$ cat src/rtl/mem_model_pkg.sv
// rtl/mem_model_pkg.sv - shared types and helpers for the multi-channel memory responder
// Purpose: channel FSM state and operation enums plus the latency counter width helper.
// Ports: none (package).
package mem_model_pkg;

  typedef enum logic [1:0] {
    IDLE    = 2'd0,
    WAIT    = 2'd1,
    RESPOND = 2'd2
  } chan_state_e;

  typedef enum logic {
    OP_READ  = 1'b0,
    OP_WRITE = 1'b1
  } mem_op_e;

  // Counter must hold LATENCY-1; sized as clog2(LATENCY+1) so LATENCY=1 still gets one bit.
  function automatic int cnt_width(input int latency);
    return $clog2(latency + 1);
  endfunction

endpackage

$ cat src/rtl/mem_chan_fsm.sv
// rtl/mem_chan_fsm.sv - per-channel request capture, latency countdown and response handshake
// Purpose: captures one read or write request, counts down the access latency, raises a
//          storage request and, once granted, completes the handshake on the ready outputs.
// Ports:
//   i_clk, i_rst                   clock, asynchronous active-high reset
//   i_read_valid/i_read_address    channel read request
//   i_write_valid/i_write_address/i_write_data  channel write request
//   i_grant                        storage access granted this cycle
//   i_rd_data                      storage word at o_addr (0 when out of range)
//   o_req                          waiting with expired counter, wants storage access
//   o_op/o_addr/o_wdata            captured operation for the storage side
//   o_read_ready/o_write_ready     registered response strobes
//   o_read_data                    registered read data, held while responding
module mem_chan_fsm
  import mem_model_pkg::*;
#(
  parameter int ADDR_BITS = 8,
  parameter int DATA_BITS = 8,
  parameter int LATENCY   = 2
) (
  input  logic                 i_clk,
  input  logic                 i_rst,
  input  logic                 i_read_valid,
  input  logic [ADDR_BITS-1:0] i_read_address,
  input  logic                 i_write_valid,
  input  logic [ADDR_BITS-1:0] i_write_address,
  input  logic [DATA_BITS-1:0] i_write_data,
  input  logic                 i_grant,
  input  logic [DATA_BITS-1:0] i_rd_data,
  output logic                 o_req,
  output mem_op_e              o_op,
  output logic [ADDR_BITS-1:0] o_addr,
  output logic [DATA_BITS-1:0] o_wdata,
  output logic                 o_read_ready,
  output logic                 o_write_ready,
  output logic [DATA_BITS-1:0] o_read_data
);

  localparam int CW = cnt_width(LATENCY);
  localparam logic [CW-1:0] CNT_LOAD = CW'(LATENCY - 1);

  chan_state_e          r_state;
  mem_op_e              r_op;
  logic [ADDR_BITS-1:0] r_addr;
  logic [DATA_BITS-1:0] r_wdata;
  logic [DATA_BITS-1:0] r_rdata;
  logic [CW-1:0]        r_cnt;
  logic                 r_rready;
  logic                 r_wready;
  logic                 w_valid_match;

  // The request stays alive only while the valid of the captured operation is held.
  assign w_valid_match = (r_op == OP_READ) ? i_read_valid : i_write_valid;

  always_ff @(posedge i_clk or posedge i_rst) begin
    if (i_rst) begin
      r_state  <= IDLE;
      r_op     <= OP_READ;
      r_addr   <= '0;
      r_wdata  <= '0;
      r_rdata  <= '0;
      r_cnt    <= '0;
      r_rready <= 1'b0;
      r_wready <= 1'b0;
    end else begin
      case (r_state)
        IDLE: begin
          if (i_read_valid) begin
            r_op    <= OP_READ;
            r_addr  <= i_read_address;
            r_cnt   <= CNT_LOAD;
            r_state <= WAIT;
          end else if (i_write_valid) begin
            r_op    <= OP_WRITE;
            r_addr  <= i_write_address;
            r_wdata <= i_write_data;
            r_cnt   <= CNT_LOAD;
            r_state <= WAIT;
          end
        end
        WAIT: begin
          if (r_cnt != '0) begin
            r_cnt <= r_cnt - CW'(1);
          end else if (i_grant) begin
            // Storage commits the write on this same edge; only the ack is ours.
            if (r_op == OP_READ) begin
              r_rdata  <= i_rd_data;
              r_rready <= 1'b1;
            end else begin
              r_wready <= 1'b1;
            end
            r_state <= RESPOND;
          end
        end
        RESPOND: begin
          if (!w_valid_match) begin
            r_rready <= 1'b0;
            r_wready <= 1'b0;
            r_state  <= IDLE;
          end
        end
        default: r_state <= IDLE;
      endcase
    end
  end

  assign o_req         = (r_state == WAIT) && (r_cnt == '0);
  assign o_op          = r_op;
  assign o_addr        = r_addr;
  assign o_wdata       = r_wdata;
  assign o_read_ready  = r_rready;
  assign o_write_ready = r_wready;
  assign o_read_data   = r_rdata;

endmodule

$ cat config.mk
export PLATFORM = sky130hd
export DESIGN_NAME = mem_chan_fsm
export DESIGN_NICKNAME = d
export VERILOG_FILES = /design/src/rtl/mem_model_pkg.sv /design/src/rtl/mem_chan_fsm.sv
export SDC_FILE = /design/constraint.sdc
export NUM_CORES = 1
export LEC_CHECK = 0
export BUFFER_PORTS_ARGS = -buffer_cell sky130_fd_sc_hd__buf_2
export CORE_ASPECT_RATIO = 2
export CORE_MARGIN = 3
export CORE_UTILIZATION = 45
export DETAILED_ROUTE_END_ITERATION = 10
export GPL_TIMING_DRIVEN = 0
export PLACE_DENSITY = 0.89
export SETUP_SLACK_MARGIN = 0.05
export SLEW_MARGIN = 20
export SYNTH_ARGS = -nofsm -noshare
export SYNTH_HDL_FRONTEND = slang
export SYNTH_SLANG_ARGS = --single-unit
export TNS_END_PERCENT = 5
$ cat constraint.sdc
create_clock -name i_clk -period 2 [get_ports i_clk]
set_input_delay 0.1 -clock i_clk [delete_from_list [all_inputs] [get_ports i_clk]]
set_output_delay 0.1 -clock i_clk [all_outputs]
set_load 0.01 [all_outputs]
* Word-level counts from Yosys, hierarchy flattened *
Cells that the tools add are included.
Widths: inputs -> output; s select.

operators by class
  $add $sub $neg = 1
  multipliers = 0
  div/mod/pow operators = 0
  $lt $le $gt $ge = 0
  equality and inequality tests = 9
  shift operators = 0
  multiplexer cells = 22
  bitwise operators = 3
  reductions and logical operators = 14

operator list
  operator             count
  $mux 8               2
  $mux 2               6
  $ne 2x2->1 const B   6
  $mux 1               10
  $reduce_and 5->1     2
  $reduce_and 4->1     2
  $reduce_bool 2->1    4
  $pmux 2 s3           1
  $reduce_and 3->1     2
  $logic_not 2->1      2
  $pmux 1 s2           2
  $pmux 2 s2           1
  $ne 3x3->1 const B   1
  $not 1->1            3
  $eq 2x1->1 const B   1
  $eq 2x2->1 const B   1
  $reduce_and 2->1     1
  $sub 2x1->2 const B  1
  $logic_and 1x1->1    1

storage, ports and cells
  register bits = 31
  bits in latches = 0
  memory bits (writable) = 0
  ROM bits = 0
  output and inout port bits = 28
  memories = 0

* Longest topological paths before layout *
Gate-level depths: netlist of the first run.

  word-level depth = 4
  mapped depth = 5
  depth with buffers taken out = 5

* Least setup slack after synthesis of the first run *
No wires, ideal clock.

  path type = reg2reg
  from = reg r_cnt[0]
  to = reg r_rdata[0], in the netlist o_read_data[0]
  arrival = 1.403 ns
  required time = 1.875 ns
  setup slack = 0.473 ns
  stages on the path, launching flop included = 6
  clock period less this slack = 1.527 ns
  path through = dfrtp_1 -> inv_1 -> ha_1 -> nand3_1 -> nor3_4 -> mux2_2

between the ends
  longest elaborated chain between the ends = 3

ends and longest elaborated chain
  element                     line                source
  from (decl)                 mem_chan_fsm.sv:47  logic [CW-1:0] r_cnt;
  from (signal assigned)      mem_chan_fsm.sv:83  r_cnt <= r_cnt - CW'(1);
  $reduce_bool 2->1           mem_chan_fsm.sv:82  if (r_cnt != '0) begin
  $not 1->1 (no line)         -
  $reduce_and 4->1 (no line)  -
  to (signal assigned)        mem_chan_fsm.sv:87  r_rdata <= i_rd_data;
  to (decl)                   mem_chan_fsm.sv:46  logic [DATA_BITS-1:0] r_rdata;

No other way between the ends.
A chain may end at the register's enable or synchronous reset.

* Worst setup path in the final report of the first run *
  from = reg r_cnt[0]
  to = reg r_rdata[6], in the netlist o_read_data[6]

The elaborated chain is that of the path after synthesis.

==> run summary, run 1 <==
In the final design database the tool counted 215 nets. Total power for the finished layout comes to 2.68 mW. Yosys mapped a number of flops with a built-in enable equal to 0. Capture point of the worst reg-to-reg path: o_read_data[6]. The detailed router placed 1099 vias in this run. The hold buffer count at CTS was 0. The number of antenna violations at the first check in global routing is 0, and the initial detailed-routing violation count is 14. Clock skew on the completed layout was measured at 0.00996 ns. Number of cells on the worst reg-to-reg path: 5.

The slowest stage of the critical path is the sky130_fd_sc_hd__mux2_2 cell. Power spread over the standard cell area amounts to 1510 nW/µm². The commonest cells after synthesis are 31 x sky130_fd_sc_hd__dfrtp_1, 17 x sky130_fd_sc_hd__a21oi_1, 13 x sky130_fd_sc_hd__mux2_2. The tools report the count of cell types in the netlist as 21. For this run, the register share of the synthesized area comes to 57.9%.

For this run, the top clock speed supported by timing is 593 MHz. The number of buffers and inverters on the critical path is 1. The run gives 1780 µm² as the area of all placed cells without fillers.

The H-tree was split into 2 levels. The run gives 2800 µm² as the core area. The startpoint identified for the worst hold timing path is i_write_data[2].

Setup repair after global routing left no endpoint under its margin. CTS saw 31 sinks. Summed over all failing endpoints, the final setup total negative slack is 0 ns. In this run the vertical extent of the chip is 83.1 µm. The category of cells accounting for the largest share of critical-path delay is simple AND/OR/NAND/NOR gates.

The number of iterations in the first detailed-routing pass came out at 4. At the pin with the least slew margin, the transition time is 0.637 ns. The total clock buffers created by CTS is 5. Measured along the x axis, the die boundary spans 44.6 µm.

The run gives 0 as the count of endpoints failing hold in the final timing report. The signal on the critical path passes through inv_1 -> ha_1 -> nand3_1 -> nor3_4 -> mux2_2. CTS placed an instance of sky130_fd_sc_hd__clkbuf_8 at the clock tree root.

The proportion of layout cells with a drive suffix above 1 was 50.6%. The type of the tightest min-delay check was in -> reg. The global-route total usage across every layer is 19.8%. After synthesis, the mean cell area works out to 12.8 µm². After global routing the overflow that remains totals 0. The repair_antennas step left the layout with diodes totalling 0. The critical path's largest stage delay came out at 0.39 ns. The final routed wire length divided by cell count is 16.2 µm. The share of the core filled with cells was 63.4%; the headroom to the max-slew limit was 57.5%. The quantity of gates resized following cts was 0. Of all nets on the critical path, the largest fanout is 9.

Buffers placed on the I/O ports in this run total 64. In this run the core area contains 27 standard-cell rows. Count of final setup violators: 0.

The first global-routing pass estimated 5.35 mm of wire. The share of the synthesized area in the top cell type was 57.9%. The final HPWL from detailed placement is 2.56 mm. Synthesized netlist cell count: 105. The fraction of synthesis flops using an asynchronous set or reset pin came out at 100%. Data arrival time of the worst path: 1.84 ns. For the max-slew violation total from the final report, the log shows 0. The number of routed nets with antenna violations was 0; the required arrival time at the worst endpoint was 2.16 ns. The total placed instance area is 1700 µm². The synthesized netlist occupies a cell area of 1340 µm². The clock passes through at most 2 buffers. Max-cap violations in this run came to 0. 65 I/O pins were placed. Subtracting the final worst setup slack from the clock period gives 1.69 ns. Compared with the post-synthesis result, the final layout area differs by 32.8%. Summed over all instances, the cell type with the most area after synthesis is sky130_fd_sc_hd__dfrtp_1.

For this run, the number of Yosys warnings is 0. Along the worst hold path, the cell count comes to 2. The CTS clock-pin slew for the worst setup and hold paths came out at 0.06 ns. Wires add up to 3.32 mm. The later pin in the worst-skew pair is clocked with a latency of 0.28 ns.

At the end of routability-driven placement, the weighted congestion stood at 0.720. The flow ran to the end, and the final reports show no timing, DRC or antenna violations. The worst hold path terminates at o_wdata[2]. The slack of the worst reg-to-reg path was 0.31 ns; the floorplan die area was 3710 µm². The synthesis-stage register bit count was 31. For this run, the leading register cell type out of synthesis is sky130_fd_sc_hd__dfrtp_1.

The startpoint class of the critical path is a register. The worst setup path is captured at a register. The cell leakage power is 0.913 nW, and the number of DRC violations after detailed routing is 0.

The most frequent cell after synthesis is sky130_fd_sc_hd__dfrtp_1. For the pin count of the biggest net entering global routing, the log shows 32. The worst register-to-register path begins at r_cnt[0]. The initial core utilization was 47.7%. The logs give 1196 for the number of global-route vias before repair and 0 for the post-CTS setup buffer count. In the post-synthesis netlist, the biggest area contributors are sky130_fd_sc_hd__dfrtp_1 58%, sky130_fd_sc_hd__mux2_2 11%, sky130_fd_sc_hd__mux2i_1 7.5%, sky130_fd_sc_hd__a21oi_1 6.4%, sky130_fd_sc_hd__mux2_1 2.5%. The number of nets in the synthesized netlist is 143.

The critical path is of the reg -> reg type. TritonCTS built the clock tree. VDD sags by at most 1.06 mV.

Dividing the detail-routed via count by the number of cells gives 5.36. The final clock period utilization by the worst path was 84.3%.
[logic make-up after synthesis]
family / synth area share [%]
compound gates: 9.72
fa+ha+maj: 0.934
buf+inv: 3.08
flops: 57.9
mux: 20.9
simple gates: 7.38
[report_power, final]
group	switching, mW	leakage [nW]	total, mW	internal, mW
Clock	0.202	0.0371	0.433	0.231
Combinational	0.612	0.514	1.15	0.538
Sequential	0.156	0.362	1.09	0.938
[stage by stage]
step           cells  hold slack, ns  setup slack, ns
5_1_grt          205          0.0392            0.186
6_report         205          0.0412            0.314
4_1_cts          204          0.0390            0.289
3_5_place_dp     198           0.328            0.302
3_3_place_gp     198           0.317            0.363
2_1_floorplan    105           0.204            0.473
[per-layer routing]
metal  track usage (%)  vias up  share of wire (%)
met4              12.1        0                5.1
met3              4.99       14                5.5
li1                  -      511                  -
met5                 0        -                  0
met1              18.7      524                 33
met2              35.0       50                 56
[worst reg2reg max path: stages (launching register included)]
cell and delay (ns):
sky130_fd_sc_hd__dfrtp_1 0.36, sky130_fd_sc_hd__inv_1 0.08, sky130_fd_sc_hd__ha_1 0.19, sky130_fd_sc_hd__nand3_1 0.16
sky130_fd_sc_hd__nor3_4 0.38, sky130_fd_sc_hd__mux2_2 0.39
[sequential cells by signal, indices dropped and copies added (netlist names)]
name,cells
o_addr,8
o_read_data,8
o_wdata,8
r_cnt,2
r_state,2
o_op,1
o_read_ready,1
o_write_ready,1
[cell usage in the layout, fill, tap and decap left out]
| master | instances |
|---|---|
| sky130_fd_sc_hd__nand3_1 | 1 |
| sky130_fd_sc_hd__and2_1 | 1 |
| sky130_fd_sc_hd__clkbuf_1 | 4 |
| sky130_fd_sc_hd__nand3b_1 | 1 |
| sky130_fd_sc_hd__a21o_1 | 3 |
| sky130_fd_sc_hd__mux2_1 | 3 |
| sky130_fd_sc_hd__a22o_1 | 2 |
| sky130_fd_sc_hd__a21oi_1 | 17 |
| sky130_fd_sc_hd__nor2_1 | 5 |
| sky130_fd_sc_hd__mux2i_1 | 10 |
| sky130_fd_sc_hd__or2_2 | 1 |
| sky130_fd_sc_hd__buf_2 | 67 |
| sky130_fd_sc_hd__nand2_1 | 2 |
| sky130_fd_sc_hd__nor3_4 | 1 |
| sky130_fd_sc_hd__o21ai_0 | 1 |
| sky130_fd_sc_hd__dlygate4sd3_1 | 1 |
| sky130_fd_sc_hd__clkbuf_8 | 5 |
| sky130_fd_sc_hd__nor3b_1 | 1 |
| sky130_fd_sc_hd__inv_1 | 3 |
| sky130_fd_sc_hd__ha_1 | 1 |
| sky130_fd_sc_hd__inv_2 | 1 |
| sky130_fd_sc_hd__mux2_2 | 13 |
| sky130_fd_sc_hd__dfrtp_1 | 31 |
| sky130_fd_sc_hd__nor4b_4 | 1 |
[worst max path at each step]
| stage | from | to | cells past startpoint |
|---|---|---|---|
| after floorplan | r_cnt[0] | o_read_data[0] | 5 |
| after global placement | r_cnt[0] | o_read_data[2] | 5 |
| after detailed placement | r_state[1] | o_wdata[0] | 3 |
| after CTS | r_state[1] | o_wdata[0] | 3 |
| after global routing | r_cnt[0] | o_read_data[3] | 5 |
| final | r_cnt[0] | o_read_data[6] | 5 |
[layout make-up]
cell class | instances | area (µm²)
Buffer | 6 | 26.3
Clock buffer | 6 | 72.6
Fill cell | 226 | 1030
Inverter | 4 | 15.0
Multi-Input combinational cell | 64 | 522
Sequential cell | 31 | 776
Tap cell | 29 | 36.3
Timing Repair Buffer | 65 | 330
Note: power is estimated with default switching activity, not from simulation.
==> run 2, diff against run 1 <==
--- a/config.mk
+++ b/config.mk
@@ -5,13 +5,14 @@
 export SDC_FILE = /design/constraint.sdc
 export NUM_CORES = 1
 export LEC_CHECK = 0
+export ABC_AREA = 1
 export BUFFER_PORTS_ARGS = -buffer_cell sky130_fd_sc_hd__buf_2
 export CORE_ASPECT_RATIO = 2
 export CORE_MARGIN = 3
-export CORE_UTILIZATION = 45
+export CORE_UTILIZATION = 46
 export DETAILED_ROUTE_END_ITERATION = 10
 export GPL_TIMING_DRIVEN = 0
-export PLACE_DENSITY = 0.89
+export PLACE_DENSITY = 0.9
 export SETUP_SLACK_MARGIN = 0.05
 export SLEW_MARGIN = 20
 export SYNTH_ARGS = -nofsm -noshare
==> constraint.sdc (replaced) <==
create_clock -name i_clk -period 1.68 [get_ports i_clk]
set_input_delay 0.084 -clock i_clk [delete_from_list [all_inputs] [get_ports i_clk]]
set_output_delay 0.084 -clock i_clk [all_outputs]
set_load 0.01 [all_outputs]
==> run summary, run 2 <==
The tree is rooted in a sky130_fd_sc_hd__clkbuf_8. The logs give 0 (unchanged) for the count of final setup violators and 4 (unchanged) for the number of iterations in the first detailed-routing pass. For the worst setup slack before clock tree synthesis, the log shows 0.388 ns (+0.0861 ns). The power density over the cells was 1790 nW/µm² (+19%); the sink count of the clock tree was 31 (unchanged). The share of the yosys chip area belonging to registers is 55.3% (-2.6 points), and the share of the core filled with cells is 67.6% (+4.2 points).

The run gives 27 (unchanged) as the count of standard-cell rows. The fill cell instance count of the final layout was 254 (+12%). The count of cell types in the netlist was 21 (unchanged); the area of all placed cells without fillers was 1920 µm² (+8.0%).

Synthesized netlist net count: 202 (+41%). The detailed-route wire length is 3.64 mm (+9.5%), and the total clock buffers created by CTS is 5 (unchanged). The critical path goes through inv_1 -> ha_1 -> nand2_4 -> inv_2 -> buf_2. The tools report the number of routed nets with antenna violations as 0 (unchanged).

The number of DRC violations after detailed routing came out at 0 (unchanged). The die extent in x works out to 45.0 µm (+1.1%). The most critical setup path has its startpoint at r_cnt[0]. TritonCTS built the clock tree.

Initial detailed-routing violation count: 26 (+12). The final clock period utilization by the worst path was 77.3%; the final routed wire length divided by cell count was 13.4 µm (-17%). The number of synthesized flops with an enable pin came out at 0 (unchanged). Most frequent cell after synthesis: sky130_fd_sc_hd__nand2_1. The tools report the smallest setup slack after layout as 0.381 ns (+0.0666 ns). The run gives 1358 (+24%) as the via total after detailed routing.

The run gives 2840 µm² (+1.2%) as the core area. Setup repair after global routing left no endpoint under its margin. The number of vias per cell is 5.01 (-6.5%), and the total negative setup slack is 0 ns (unchanged). The maximum fanout along the worst path was 3 (-6). In the layout the commonest cells are 65 x sky130_fd_sc_hd__buf_2, 63 x sky130_fd_sc_hd__nand2_1, 31 x sky130_fd_sc_hd__dfrtp_1. The per-instance average area after synthesis is 8.55 µm² (-33%), and the worst-case clock skew is 0.00331 ns (-0.00665 ns). The fraction of synthesis flops using an asynchronous set or reset pin is 100% (unchanged), and the post-layout minimum cycle time is 1.30 ns. The number of inserted diodes came out at 0 (unchanged). The source-to-sink clock delay at the later pin of the worst-skew pair came out at 0.27 ns (about the same).

For the Yosys warning count, the log shows 0 (unchanged). The number of antenna violations at the first check in global routing was 0 (unchanged). The worst register-to-register path begins at r_cnt[0]. The leading area contributor after synthesis is sky130_fd_sc_hd__dfrtp_1.

For the final weighted congestion in routability-driven placement, the log shows 0.854 (+19%). The CTS clock-pin slew for the worst setup and hold paths is 0.06 ns (about the same). The proportion of layout cells with a drive suffix above 1 was 35.5% (-15 points); the vertical extent of the die was 84.1 µm (+1.1%).

The largest buffer count on any clock path is 2 (unchanged). The tools report the max-capacitance violation count as 0 (unchanged). The count of pins on the block boundary is 65 (unchanged). For the required arrival time at the worst endpoint, the log shows 1.60 ns (-0.56 ns).

The flow ran to the end, and the final reports show no timing, DRC or antenna violations. The logs give 3790 µm² (+2.2%) for the floorplan die area and 164 (+56%) for the synthesized netlist cell count. The critical path's largest stage delay was 0.37 ns (-0.02 ns).

By count the netlist is led by 63 x sky130_fd_sc_hd__nand2_1, 31 x sky130_fd_sc_hd__dfrtp_1, 19 x sky130_fd_sc_hd__nor2_1. The cell leakage power is 1.09 nW (+20%). The pin count of the biggest net entering global routing came out at 32 (unchanged). Initial core utilization: 49.4% (+1.7 points). The final HPWL from detailed placement came out at 2.64 mm (+3.1%).

The number of global-route vias before repair came out at 1475 (+23%). Startpoint class of the critical path: a register. By area the synthesized netlist is led by sky130_fd_sc_hd__dfrtp_1 55%, sky130_fd_sc_hd__nand2_1 17%, sky130_fd_sc_hd__nor2_1 5.1%, sky130_fd_sc_hd__o31ai_1 4.3%, sky130_fd_sc_hd__nand3_1 3.9%. The most common cell after layout, fill and taps aside was sky130_fd_sc_hd__buf_2. The logs give 770 MHz for the maximum clock frequency and 1760 µm² (+3.8%) for the total placed instance area.

The max-slew violation total from the final report is 0 (unchanged). For the headroom to the max-slew limit, the log shows 58.3% (+0.78 points). The run gives 0 (unchanged) as the total congestion overflow. The run gives 1.21 mV (+15%) as the peak ir drop on the vdd network. In this run the worst hold path is classified as in -> reg. The H-tree level count was 2 (unchanged). The global-route total usage across every layer came out at 22.5% (+2.7 points). The leading register cell type out of synthesis was sky130_fd_sc_hd__dfrtp_1.

STA classifies the critical path endpoint as a primary output. The slowest stage of the critical path is the sky130_fd_sc_hd__dfrtp_1 cell. The synthesis-stage register bit count was 31 (unchanged); the post-synthesis to final-layout area growth was 36.8%. The share of the synthesized area in the top cell type is 55.3% (-2.6 points). The post-CTS setup buffer count came out at 0 (unchanged). The run gives 0 (unchanged) as the count of endpoints failing hold in the final timing report.

The count of input and output buffers was 64 (unchanged); the cell area after synthesis was 1400 µm² (+4.8%). The category of the critical setup timing path is reg -> out. The run gives 1.22 ns (-0.62 ns) as the data arrival time of the worst path. The slew at the pin with the worst max-slew slack works out to 0.625 ns (-0.0117 ns). The worst hold path begins at i_rd_data[0]. For the net total in the final layout, the log shows 279 (+30%). The power consumption is 3.43 mW (+28%). The tools report the first-pass GRT wire length as 6.30 mm (+18%).
[run 2: changes by cell type after synthesis, moves of 6 or more]
cell and change:
sky130_fd_sc_hd__a21oi_1 -17, sky130_fd_sc_hd__mux2_2 -13, sky130_fd_sc_hd__mux2i_1 -10, sky130_fd_sc_hd__nand2_1 +61
sky130_fd_sc_hd__nand3_1 +10, sky130_fd_sc_hd__nor2_1 +14, sky130_fd_sc_hd__o21ai_1 +6, sky130_fd_sc_hd__o31ai_1 +8
[run 2: repair_timing]
action	in CTS	in global routing
hold endpoints to repair	36	0
gates resized for setup	0	0
setup endpoints to repair	0	0
hold buffers	6	0
[run 2: logic make-up (layout without fill, tap and decap cells)]
kind of cell / after synthesis / count (layout) / share of synthesized area [%]
simple gates: 100 / 100 / 30.7
flops: 31 / 31 / 55.3
compound gates: 16 / 16 / 7.94
buf+inv: 16 / 94 / 5.17
fa+ha+maj: 1 / 1 / 0.892
[run 2: report_power, final]
group	internal (mW)	switching, mW	total, mW
clock	0.373	0.260	0.633
sequential	1.10	0.198	1.30
combinational	0.582	0.921	1.50
total	2.06	1.38	3.43
[run 2: per-stage QoR]
stage          cells  hold slack (ns)
5_1_grt          271           0.0237
2_1_floorplan    164            0.188
3_5_place_dp     257            0.209
6_report         271           0.0217
3_3_place_gp     257            0.278
4_1_cts          271          0.00241
[run 2: final timing paths]
check / end / slack, ns / cells after the start
worst min register to register: o_wdata[7] / 0.47 / 2
worst min-delay path: o_read_data[0] / 0.02 / 3
worst max register to register: o_read_data[0] / 0.39 / 7
worst max-delay path: o_req / 0.38 / 5
min in group asynchronous: o_read_data[1] / 0.44 / 3
max in group asynchronous: o_wdata[0] / 0.83 / 3
[run 2: final cells by class]
class	instances	area, µm²	share of cell area (%)
Buffer	3	23.8	1.24
Clock buffer	8	100	5.22
Inverter	13	48.8	2.54
Multi-Input combinational cell	117	554	28.9
Sequential cell	31	776	40.4
Tap cell	29	36.3	1.89
Timing Repair Buffer	70	380	19.8
[run 2: routing by layer]
layer / share of wire (%) / global-route usage, % / wire, µm / vias to the layer above
met4: 1.6 / 9.60 / 60 / 0
met1: 37 / 22.7 / 1330 / 638
met3: 4.7 / 4.75 / 171 / 4
li1: - / - / - / 675
met5: 0 / 0 / 0 / -
met2: 57 / 40.8 / 2080 / 41
[run 2: critical path, delay by kind of cell, from the launching register on]
family / cells / cell delay [ns]
and+or+nand+nor: 1 / 0.08
adders and majority gates: 1 / 0.22
DFF: 1 / 0.37
buffers and inverters: 3 / 0.27
